<file path="src/rtl/ram_reader_if.sv">
// ram_reader_if: groups the RAM read port and the output stream of ram_reader.
// The master modport is the reader and the slave modport is the RAM/consumer side.
interface ram_reader_if #(
    parameter int DATA_WIDTH = 8,
    parameter int ADDR_WIDTH = 10
);
    logic [ADDR_WIDTH-1:0] ram_addr;
    logic                  ram_we;
    logic [DATA_WIDTH-1:0] ram_q;
    logic [DATA_WIDTH-1:0] out_data;
    logic                  out_valid;
    logic                  out_ready;

    modport master (
        output ram_addr,
        output ram_we,
        input  ram_q,
        output out_data,
        output out_valid,
        input  out_ready
    );

    modport slave (
        input  ram_addr,
        input  ram_we,
        output ram_q,
        input  out_data,
        input  out_valid,
        output out_ready
    );
endinterface

</file>
<file path="src/rtl/ram_reader.sv">
// ram_reader: streams len consecutive words out of a single-port synchronous RAM.
// Absorbs the RAM's one-cycle read latency with a 3-entry FIFO so the output
// stream supports full backpressure without losing or repeating words.
// Optional feature macro: RAM_READER_STRIDE_EN adds a stride_i port; otherwise
// the address step is fixed at 1.
//
// state | meaning
// ------+---------------------------------------------------------------
// IDLE  | waiting for start_i; ram_addr holds its last value
// RUN   | issuing reads while words remain and FIFO + in-flight < 3
// DRAIN | all reads issued; waiting for the consumer to take the rest
module ram_reader #(
    parameter int DATA_WIDTH = 8,
    parameter int ADDR_WIDTH = 10
) (
    input  logic                  clk_i,
    input  logic                  rst_i,
    input  logic                  start_i,
    input  logic [ADDR_WIDTH-1:0] base_addr_i,
    input  logic [ADDR_WIDTH:0]   len_i,
`ifdef RAM_READER_STRIDE_EN
    input  logic [ADDR_WIDTH-1:0] stride_i,
`endif
    output logic                  busy_o,
    output logic                  done_o,
    ram_reader_if.master          bus
);

    typedef enum logic [1:0] {
        IDLE  = 2'd0,
        RUN   = 2'd1,
        DRAIN = 2'd2
    } state_e;

    localparam int CW = ADDR_WIDTH + 1;

    state_e                state_q, state_d;
    logic [ADDR_WIDTH-1:0] addr_q, addr_d;
    logic [CW-1:0]         issue_cnt_q, issue_cnt_d;
    logic [CW-1:0]         accept_cnt_q, accept_cnt_d;
    logic                  inflight_q, inflight_d;
    logic [1:0]            count_q, count_d;
    logic                  valid_q, valid_d;
    logic                  done_q, done_d;
    logic [DATA_WIDTH-1:0] fifo_q [3];
    logic [DATA_WIDTH-1:0] fifo_d [3];
    logic [ADDR_WIDTH-1:0] step_w;
    logic                  handshake_w;
    logic                  issue_w;
    logic [1:0]            base_w;

`ifdef RAM_READER_STRIDE_EN
    logic [ADDR_WIDTH-1:0] stride_q, stride_d;
    assign step_w = stride_q;
`else
    assign step_w = ADDR_WIDTH'(1);
`endif

    assign handshake_w = valid_q & bus.out_ready;
    // Issue decision looks only at registered occupancy, never at out_ready.
    assign issue_w     = (state_q == RUN) && (issue_cnt_q != '0) &&
                         (({1'b0, count_q} + {2'b00, inflight_q}) < 3'd3);

    assign bus.ram_addr  = addr_q;
    assign bus.ram_we    = 1'b0;
    assign bus.out_data  = fifo_q[0];
    assign bus.out_valid = valid_q;
    assign busy_o        = (state_q != IDLE);
    assign done_o        = done_q;

    // Next-state and datapath decisions for the FSM, counters and FIFO.
    always_comb begin
        state_d      = state_q;
        addr_d       = addr_q;
        issue_cnt_d  = issue_cnt_q;
        accept_cnt_d = accept_cnt_q;
        inflight_d   = 1'b0;
        done_d       = 1'b0;
`ifdef RAM_READER_STRIDE_EN
        stride_d     = stride_q;
`endif

        case (state_q)
            IDLE: begin
                if (start_i) begin
                    if (len_i != '0) begin
                        state_d      = RUN;
                        addr_d       = base_addr_i;
                        issue_cnt_d  = len_i;
                        accept_cnt_d = len_i;
`ifdef RAM_READER_STRIDE_EN
                        stride_d     = stride_i;
`endif
                    end else begin
                        done_d = 1'b1;
                    end
                end
            end
            RUN: begin
                if (issue_w) begin
                    addr_d      = addr_q + step_w;
                    issue_cnt_d = issue_cnt_q - CW'(1);
                    inflight_d  = 1'b1;
                    if (issue_cnt_q == CW'(1)) begin
                        state_d = DRAIN;
                    end
                end
            end
            DRAIN: begin
                state_d = DRAIN;
            end
            default: begin
                state_d = IDLE;
            end
        endcase

        if (handshake_w) begin
            accept_cnt_d = accept_cnt_q - CW'(1);
            if (accept_cnt_q == CW'(1)) begin
                state_d = IDLE;
                done_d  = 1'b1;
            end
        end

        // Shift FIFO: entry 0 is the head, so out_data comes straight from a register.
        fifo_d[0] = handshake_w ? fifo_q[1] : fifo_q[0];
        fifo_d[1] = handshake_w ? fifo_q[2] : fifo_q[1];
        fifo_d[2] = fifo_q[2];
        base_w    = count_q - {1'b0, handshake_w};
        if (inflight_q) begin
            case (base_w)
                2'd0:    fifo_d[0] = bus.ram_q;
                2'd1:    fifo_d[1] = bus.ram_q;
                default: fifo_d[2] = bus.ram_q;
            endcase
        end
        count_d = base_w + {1'b0, inflight_q};
        valid_d = (count_d != 2'd0);
    end

    // FSM state register.
    always_ff @(posedge clk_i) begin
        if (rst_i) begin
            state_q <= IDLE;
        end else begin
            state_q <= state_d;
        end
    end

    // Address, counters, FIFO and status registers.
    always_ff @(posedge clk_i) begin
        if (rst_i) begin
            addr_q       <= '0;
            issue_cnt_q  <= '0;
            accept_cnt_q <= '0;
            inflight_q   <= 1'b0;
            count_q      <= 2'd0;
            valid_q      <= 1'b0;
            done_q       <= 1'b0;
            fifo_q       <= '{default: '0};
`ifdef RAM_READER_STRIDE_EN
            stride_q     <= '0;
`endif
        end else begin
            addr_q       <= addr_d;
            issue_cnt_q  <= issue_cnt_d;
            accept_cnt_q <= accept_cnt_d;
            inflight_q   <= inflight_d;
            count_q      <= count_d;
            valid_q      <= valid_d;
            done_q       <= done_d;
            fifo_q       <= fifo_d;
`ifdef RAM_READER_STRIDE_EN
            stride_q     <= stride_d;
`endif
        end
    end

endmodule

</file>
<file path="src/flat_wrapper.sv">
// flat-port wrapper written by rule: the top's interface ports become plain ports
module ram_reader_flat 
#(
    parameter int DATA_WIDTH = 8,
    parameter int ADDR_WIDTH = 10
)
  (clk_i, rst_i, start_i, base_addr_i, len_i, busy_o, done_o, bus_ram_addr, bus_ram_we, bus_ram_q, bus_out_data, bus_out_valid, bus_out_ready);
  ram_reader_if #(.DATA_WIDTH(DATA_WIDTH), .ADDR_WIDTH(ADDR_WIDTH)) bus_i ();
  input  logic clk_i;
  input  logic rst_i;
  input  logic start_i;
  input  logic [ADDR_WIDTH-1:0] base_addr_i;
  input  logic [ADDR_WIDTH:0] len_i;
  output logic busy_o;
  output logic done_o;
  output wire logic [$bits(bus_i.ram_addr)-1:0] bus_ram_addr;
  output wire logic [$bits(bus_i.ram_we)-1:0] bus_ram_we;
  input wire logic [$bits(bus_i.ram_q)-1:0] bus_ram_q;
  output wire logic [$bits(bus_i.out_data)-1:0] bus_out_data;
  output wire logic [$bits(bus_i.out_valid)-1:0] bus_out_valid;
  input wire logic [$bits(bus_i.out_ready)-1:0] bus_out_ready;
  assign bus_ram_addr = bus_i.ram_addr;
  assign bus_ram_we = bus_i.ram_we;
  assign bus_i.ram_q = bus_ram_q;
  assign bus_out_data = bus_i.out_data;
  assign bus_out_valid = bus_i.out_valid;
  assign bus_i.out_ready = bus_out_ready;
  ram_reader #(.DATA_WIDTH(DATA_WIDTH), .ADDR_WIDTH(ADDR_WIDTH)) u_core (.clk_i(clk_i), .rst_i(rst_i), .start_i(start_i), .base_addr_i(base_addr_i), .len_i(len_i), .busy_o(busy_o), .done_o(done_o), .bus(bus_i));
endmodule
</file>
<file path="config.mk">
export PLATFORM = sky130hd
export DESIGN_NAME = ram_reader_flat
export DESIGN_NICKNAME = d
export VERILOG_FILES = /design/src/rtl/ram_reader_if.sv /design/src/rtl/ram_reader.sv /design/src/flat_wrapper.sv
export SDC_FILE = /design/constraint.sdc
export NUM_CORES = 1
export LEC_CHECK = 0
export BUFFER_PORTS_ARGS = -buffer_cell sky130_fd_sc_hd__buf_2
export CORE_MARGIN = 2
export CORE_UTILIZATION = 52
export CTS_CLUSTER_DIAMETER = 100
export CTS_CLUSTER_SIZE = 14
export DETAILED_ROUTE_END_ITERATION = 7
export MAX_ROUTING_LAYER = met4
export PLACE_DENSITY = 0.74
export REMOVE_ABC_BUFFERS = 1
export SYNTH_ARGS = -nofsm -noshare
export SYNTH_HDL_FRONTEND = slang
export SYNTH_SLANG_ARGS = --single-unit
export TNS_END_PERCENT = 20
</file>
<file path="constraint.sdc">
create_clock -name clk_i -period 5.6 [get_ports clk_i]
set_clock_uncertainty 0.2 [all_clocks]
set_input_delay 0.56 -clock clk_i [delete_from_list [all_inputs] [get_ports clk_i]]
set_output_delay 0.56 -clock clk_i [all_outputs]
set_load 0.005 [all_outputs]
</file>
==> results.txt, run 1 <==
Seq pwr share: 0.408
Largest net degree at the start of global routing: 62
Root buffer cell: clkbuf_8
Tcrit/Tclk final: 0.5669
Mapped Area: 3440 um2
Highest net fanout along the worst path: 28
Post-DP Area: 3635 um2
DRT Wirelength: 8321 um
Final Hold Vio Count: 0
Max Slew Vio Count: 0
Initial antenna violation count: 0
Final worst setup slack: 2.425 ns
Post-synthesis cell count: 431
IO Port Bufs: 53
Initial core utilization: 0.5386
Combinational share of power: 0.271
Unique masters post-synth: 69
Synth area leader: dfxtp_1
Hold path startpoint: u_core.fifo_q[3]
Yosys warnings: 0
Post-CTS Resized: 0
Final instance area: 3847 um2
Fmax: 315.0 MHz
Post-route DRC: 0
H-tree levels: 3
Slowest cell delay on critical path: 0.59 ns
FF+latch count, synth: 63
Post-CTS setup buffers: 0
Layout cells sized above 1: 0.1884
Top-area cell type share of the netlist area: 0.3667
Hold EP: u_core.fifo_q[3]
Worst EP required: 5.59 ns
Detailed Routing Iterations Pass 1: 4
WL/cell: 15.30 um
Least-Margin Pin Slew: 0.8123 ns
Overall Power: 1.361 mW
Internal: 0.9094 mW
Area Overhead vs Synth: 11.86%
Critical path arrival: 3.16 ns
NumNets Final: 506
Endpoints failing setup: 0
Asr flop ratio synth: 0
Overflow after GRT: 0
Critical Path Start Type: register
Register area: 1261 um2
First-pass GRT wire length: 14010 um
Avg Cell Area, Syn: 7.980 um2
Detailed Place HPWL: 5623 um
Vias: 3254
Max IR drop VDD: 0.2385 mV
Die height: 85.33 um
Sw Ratio: 0.3317
Worst reg2reg path depth: 9
Post-synth EDFFs: 0
Crit end category: register
Die width: 85.33 um
Vias in the first global route: 2992
Top_reg_cell synth: dfxtp_1
Num CTS Buffers: 9
Total Die Area: 7281 um2
HP Class: reg -> reg
Clock sink count: 63
Crit path time final: 3.175 ns
Reg2Reg Capture Point: u_core.bus.out_data[0]
Reg clk slew, reported paths: 0.07 ns
Switch Pwr: 0.4513 mW
Slowest cell on the critical path: nand2_1
Final setup TNS: 0 ns
Final ANT Viol Nets: 0
Core Box Area: 6386 um2
CP Cell Sequence: nand2_1, inv_2, ha_1, xor2_1, buf_4, inv_1, nand3_1, nor2_1, a311oi_1
I/O pins: 55
Ranking of synthesized cells by area: dfxtp_1 37%, nand2_1 7.9%, a21oi_1 6.3%
Leakage dissipation: 1.507 nW
Iteration-0 DRC Markers: 334
Slew HR: 0.4572
RSZ-0062 raised after global routing: no
Pwr Density: 353.7 nW/um2
Maxcap violations: 0
Fillers: 607
Fin util: 0.6025
Sequential fraction of the synthesis area: 0.3667
Clock power share: 0.321
Site row count: 29
Gp weighted congestion: 0.9038
Crit Reg-Reg Startpoint: u_core.bus.out_valid
Outcome: complete, no violations
CTS tree: done
# hold bufs at CTS: 0
Multi-input logic area: 1944 um2
Total track usage: 0.2453
Hold Path Cell Cnt: 2
Dpl ws: 2.106 ns
R2R Setup Slk: 2.43 ns
Critical path type: reg -> reg
Clk buf depth: 2
Vias per cell: 5.982
ANT cells: 0
Clock Latency Late Sink: 0.34 ns
## power by group through the flow
stage | registers, mW | clock network [mW] | logic, mW
floorplan | 0.555 | 0 | 0.254
global placement | 0.562 | 0 | 0.358
detailed placement | 0.564 | 0 | 0.366
CTS | 0.555 | 0.443 | 0.367
global route | 0.564 | 0.466 | 0.416
finish | 0.555 | 0.437 | 0.369
## synth_stat cells (2+ instances only)
cell type  number
o31ai_1         2
inv_1           8
nor3_1         14
buf_4          11
dfxtp_1        63
buf_1           2
xnor2_1         3
a211oi_1        5
o21ai_1         7
nand3b_1        3
a22o_1          2
a21o_1          2
nand2b_1        2
a31o_1          3
ha_1           10
nand3_1        23
and2_1          3
nand4b_1        2
nor2_1         38
nor3b_1         3
nand2_1        72
a31oi_1         5
nand4_1         2
a311oi_1       17
o32ai_1         3
xor2_1          2
nor4_4          3
or2_2           2
nor2b_1         3
a21oi_1        43
a31o_2          2
o21a_1          3
a22oi_1         2
nor4_1          2
o21ai_0        11
clkbuf_1       20
## registers in the layout (all words and copies together) (netlist names)
name	flops
u_core.count_q	2
u_core.inflight_q	1
u_core.issue_cnt_q	11
u_core.bus.out_data	8
u_core.accept_cnt_q	11
u_core.done_o	1
u_core.bus.ram_addr	10
u_core.fifo_q	16
u_core.bus.out_valid	1
u_core.state_q	2
## per-layer routing
| layer | vias up | routed length (um) | track usage |
|---|---|---|---|
| met1 | 1534 | 3840 | 0.3224 |
| li1 | 1615 | - | - |
| met2 | 90 | 3794 | 0.3636 |
| met4 | 0 | 172 | 0.09812 |
| met3 | 15 | 513 | 0.05837 |
| met5 | - | 0 | - |
## cells by family (layout without fill, tap and decap cells)
kind of cell / after synthesis / in the layout / share of synthesized area
other: 1 / 1 / 0.001090
XOR/XNOR: 5 / 5 / 0.01273
adder cells (fa/ha/maj): 10 / 10 / 0.03638
flip-flops: 63 / 63 / 0.3667
AO/OA/AOI/OAI: 120 / 120 / 0.2401
multiplexers: 1 / 1 / 0.002910
buffers and inverters: 46 / 82 / 0.06802
AND/OR/NAND/NOR: 185 / 185 / 0.2721
## placed cells by master, fill, tap and decap left out, drive strengths merged, types with 5 or more instances in the layout
cell / synthesis / routed
nand2: 72 / 72
dfxtp: 63 / 63
buf: 16 / 57
a21oi: 43 / 43
nor2: 39 / 39
nand3: 23 / 23
a311oi: 18 / 18
o21ai: 18 / 18
nor3: 14 / 14
clkbuf: 20 / 12
ha: 10 / 10
inv: 9 / 9
nor4: 6 / 6
a211oi: 5 / 5
a31oi: 5 / 5
a31o: 5 / 5
## how the worst max path moves through the flow
stage                     slack [ns]                  from                      to
after global placement          2.22         bus_out_ready  u_core.bus.out_data[6]
after CTS                       2.47  u_core.bus.out_valid  u_core.bus.out_data[0]
after detailed placement        2.11         bus_out_ready  u_core.bus.out_data[2]
after floorplan                 2.58         bus_out_ready  u_core.bus.out_data[0]
final                           2.43  u_core.bus.out_valid  u_core.bus.out_data[0]
after global routing            2.09  u_core.bus.out_valid  u_core.bus.out_data[0]
## worst max-delay path, delay by kind of cell, from the launching register on
family | cells | cell delay [ns]
AND/OR/NAND/NOR | 3 | 1.26
buffers and inverters | 3 | 0.66
adder cells (fa/ha/maj) | 1 | 0.33
flip-flops | 1 | 0.31
XOR/XNOR | 1 | 0.16
AO/OA/AOI/OAI | 1 | 0.08
## per-stage QoR
step | std cells | hold WS [ns]
floorplan | 395 | 0.2305
global placement | 529 | 0.2455
detailed placement | 529 | 0.2494
CTS | 544 | 0.2590
global route | 544 | 0.2802
finish | 544 | 0.2575
## final cells by class
class,instances,share of cell area
Clock buffer,12,0.03772
Clock inverter,3,0.01756
Sequential cell,63,0.3278
Inverter,10,0.009756
Multi-Input combinational cell,322,0.5054
Timing Repair Buffer,57,0.07675
Tap cell,77,0.02504
Power figures use the tool's default switching activity.
==> inputs of run 2 (changes only) <==
Settings changed: ABC_AREA set to 1.
Clock period 5.6 ns to 3.3 ns, I/O delays scaled along.
==> results.txt, run 2 <==
Mapped Area: 3692 um2 (+7.3%)
Area Overhead vs Synth: 13.76%
Crit path buf inv count: 1 (-2)
Post-CTS setup buffers: 0 (unchanged)
Detailed Routing Iterations Pass 1: 5 (+1)
Highest metal used: met4
Clk buf depth: 2 (unchanged)
Largest net degree at the start of global routing: 43 (-31%)
NumNets Final: 651 (+29%)
Unique masters post-synth: 33 (-52%)
Reg clk slew, reported paths: 0.07 ns (about the same)
Top-count cell post-synth: nand2_1
IO Port Bufs: 53 (unchanged)
Asr flop ratio synth: 0 (unchanged)
FF+latch count, synth: 63 (unchanged)
Vias per cell: 5.148 (-14%)
Vias: 3650 (+12%)
Total Die Area: 7791 um2 (+7.0%)
Adder-cell share of the synthesized area: 0.03389 (-0.002490)
Detailed Place HPWL: 5787 um (+2.9%)
# hold bufs at CTS: 0 (unchanged)
Top_reg_cell synth: dfxtp_1
Layout cells sized above 1: 0.1746 (-0.01389)
Fmax: 439.5 MHz (+40%)
RSZ-0062 raised after global routing: no
Sw Ratio: 0.3412 (+0.009472)
Slew HR: 0.2766 (-0.1806)
Maxcap violations: 0 (unchanged)
Cells after DPL: 693 (+31%)
Most frequent cells after synthesis: 151 x nand2_1, 63 x dfxtp_1, 63 x inv_1, 54 x o21ai_0, 49 x nor2_1
Top delay family on crit path: simple AND/OR/NAND/NOR gates
Initial antenna violation count: 0 (unchanged)
Sequential fraction of the synthesis area: 0.3416 (-0.02510)
Seq pwr share: 0.367 (-0.041)
Highest net fanout along the worst path: 16 (-43%)
CTS tree: done
Crit Reg-Reg Startpoint: u_core.bus.out_valid
Tcrit/Tclk final: 0.6895 (+0.1225)
Synth area leader: dfxtp_1
XOR/XNOR Fraction of Synth Area: 0.009488 (-0.003244)
Simple-gate share of the synthesized area: 0.3243 (+0.05220)
Endpoints failing setup: 0 (unchanged)
Final setup TNS: 0 ns (unchanged)
Die width: 88.27 um (+3.4%)
DRT Wirelength: 8610 um (+3.5%)
HP Class: in -> reg
Final worst setup slack: 1.025 ns (-1.400 ns)
Leakage dissipation: 2.028 nW (+35%)
Max IR drop VDD: 0.3201 mV (+34%)
Slowest cell delay on critical path: 0.69 ns (+0.10 ns)
Post-synthesis cell count: 572 (+33%)
Post-CTS Resized: 0 (unchanged)
Critical Path Start Type: register
Post-synth EDFFs: 0 (unchanged)
Least-Margin Pin Slew: 1.084 ns (+0.2717 ns)
Hold EP: u_core.bus.out_data[5]
Dpl ws: 0.9861 ns (-1.120 ns)
H-tree levels: 3 (unchanged)
Pwr Density: 623.0 nW/um2 (+76%)
Synth Area in Compound Gates: 0.1681 (-0.07201)
R2R Setup Slk: 1.02 ns (-1.40 ns)
Clock Latency Late Sink: 0.35 ns (about the same)
Overflow after GRT: 0 (unchanged)
Final Hold Vio Count: 0 (unchanged)
Crit path time final: 2.275 ns (-0.8997 ns)
Site row count: 30 (+3.4%)
WL met1: 4096 um (+6.7%)
Met2 WL: 3940 um (+3.8%)
Crit end category: register
Met3 wire length: 443 um (-14%)
Post-route DRC: 0 (unchanged)
Gp weighted congestion: 0.8911 (-1.4%)
Iteration-0 DRC Markers: 248 (-26%)
Slowest cell on the critical path: nor3_2
Hold path startpoint: bus_ram_q[5]
Vias in the first global route: 3180 (+6.3%)
Top-area cell type share of the netlist area: 0.3416 (-0.02510)
Max Slew Vio Count: 0 (unchanged)
Hold Path Cell Cnt: 3 (+1)
Switch Pwr: 0.8928 mW (+98%)
Core Box Area: 6832 um2 (+7.0%)
Worst EP required: 3.38 ns (-2.21 ns)
Mux cell area share after synthesis: 0.002711 (-0.0001992)
Biggest regs: u_core.fifo_q: 16 flops, u_core.accept_cnt_q: 11 flops, u_core.issue_cnt_q: 11 flops
Reg2Reg Capture Point: u_core.bus.out_data[7]
Largest family of logic cells by synthesized area: simple AND/OR/NAND/NOR gates
Worst reg2reg path depth: 7 (-2)
WL/cell: 12.14 um (-21%)
Total track usage: 0.2428 (-0.002469)
I/O pins: 55 (unchanged)
Combinational share of power: 0.284 (+0.013)
Ranking of synthesized cells by area: dfxtp_1 34%, nand2_1 15%, o21ai_0 7.3%
Cell Count, Final, Fillers Out: 709 (+30%)
Critical path arrival: 2.35 ns (-0.81 ns)
Fillers: 634 (+4.4%)
Final ANT Viol Nets: 0 (unchanged)
Largest Register: u_core.fifo_q
Root buffer cell: clkbuf_8
Most common library cell in the layout ignoring fill and taps: nand2_1
Internal: 1.724 mW (+90%)
Yosys warnings: 0 (unchanged)
Outcome: complete, no violations
Commonest cells after routing, fill and taps aside: 151 x nand2_1, 63 x inv_1, 63 x dfxtp_1, 54 x o21ai_0, 53 x buf_2
Die height: 88.27 um (+3.4%)
ANT cells: 0 (unchanged)
Num CTS Buffers: 9 (unchanged)
Clock sink count: 63 (unchanged)
CP Cell Sequence: nand2_1, inv_1, ha_1, xor2_1, nor3_2, o21ai_0, a21oi_1
Initial core utilization: 0.5405 (+0.001879)
Clock power share: 0.349 (+0.028)
Critical path type: reg -> reg
First-pass GRT wire length: 14480 um (+3.4%)
Avg Cell Area, Syn: 6.455 um2 (-19%)
Max reg flops: 16 (unchanged)
## run 2: worst max path at each step
stage	from	slack [ns]	depth (start not counted)	to
after floorplan	bus_out_ready	0.37	7	u_core.fifo_q[0]
after global placement	bus_out_ready	1.10	8	u_core.bus.out_data[0]
after detailed placement	bus_out_ready	0.99	8	u_core.bus.out_data[7]
after CTS	u_core.bus.out_valid	0.97	7	u_core.bus.out_data[7]
after global routing	u_core.bus.out_valid	0.79	7	u_core.bus.out_data[7]
final	u_core.bus.out_valid	1.02	7	u_core.bus.out_data[7]
## run 2: final cells by class
| type | count | area (um2) | share of cell area |
|---|---|---|---|
| multi-input combinational | 409 | 1992 | 0.4742 |
| sequential | 63 | 1261 | 0.3003 |
| timing repair buffer | 59 | 310.3 | 0.07388 |
| inverter | 66 | 247.7 | 0.05898 |
| clock inverter | 7 | 145.1 | 0.03455 |
| clock buffer | 9 | 123.9 | 0.02949 |
| tap | 96 | 120.1 | 0.02860 |
## run 2: tightest hold or removal path: stages
cell and delay, ns:
buf_2 0.10, inv_1 0.06, a21oi_1 0.05
## run 2: power by group through the flow
stage | logic, mW | clock network, mW | registers, mW
after floorplan | 0.528 | 0 | 0.962
after global placement | 0.718 | 0 | 0.972
after detailed placement | 0.733 | 0 | 0.975
after CTS | 0.740 | 0.920 | 0.959
after global routing | 0.855 | 0.954 | 0.974
final | 0.744 | 0.912 | 0.961
## run 2: per-layer routing
metal / vias to the layer above / GRT usage
met5: - / -
met4: 0 / 0.09504
met3: 13 / 0.03825
met2: 113 / 0.3671
met1: 1629 / 0.3269
li1: 1895 / -
## run 2: cells by family after synthesis
group | count (synthesis)
and+or+nand+nor | 279
AOI/OAI and AO/OA | 114
buffers and inverters | 100
DFF | 63
adders and majority gates | 10
xor gates and xnor gates | 4
other | 1
muxes | 1
## run 2: through the flow
step	cell area, um2	power, mW	util	hold slack (ns)
floorplan	3501	1.490	-	0.1924
global placement	3931	1.690	0.5755	0.2361
detailed placement	3931	1.709	0.5755	0.2403
CTS	4200	2.619	0.6148	0.03396
global route	4200	2.783	0.6148	0.04196
finish	4200	2.617	0.6148	0.03673
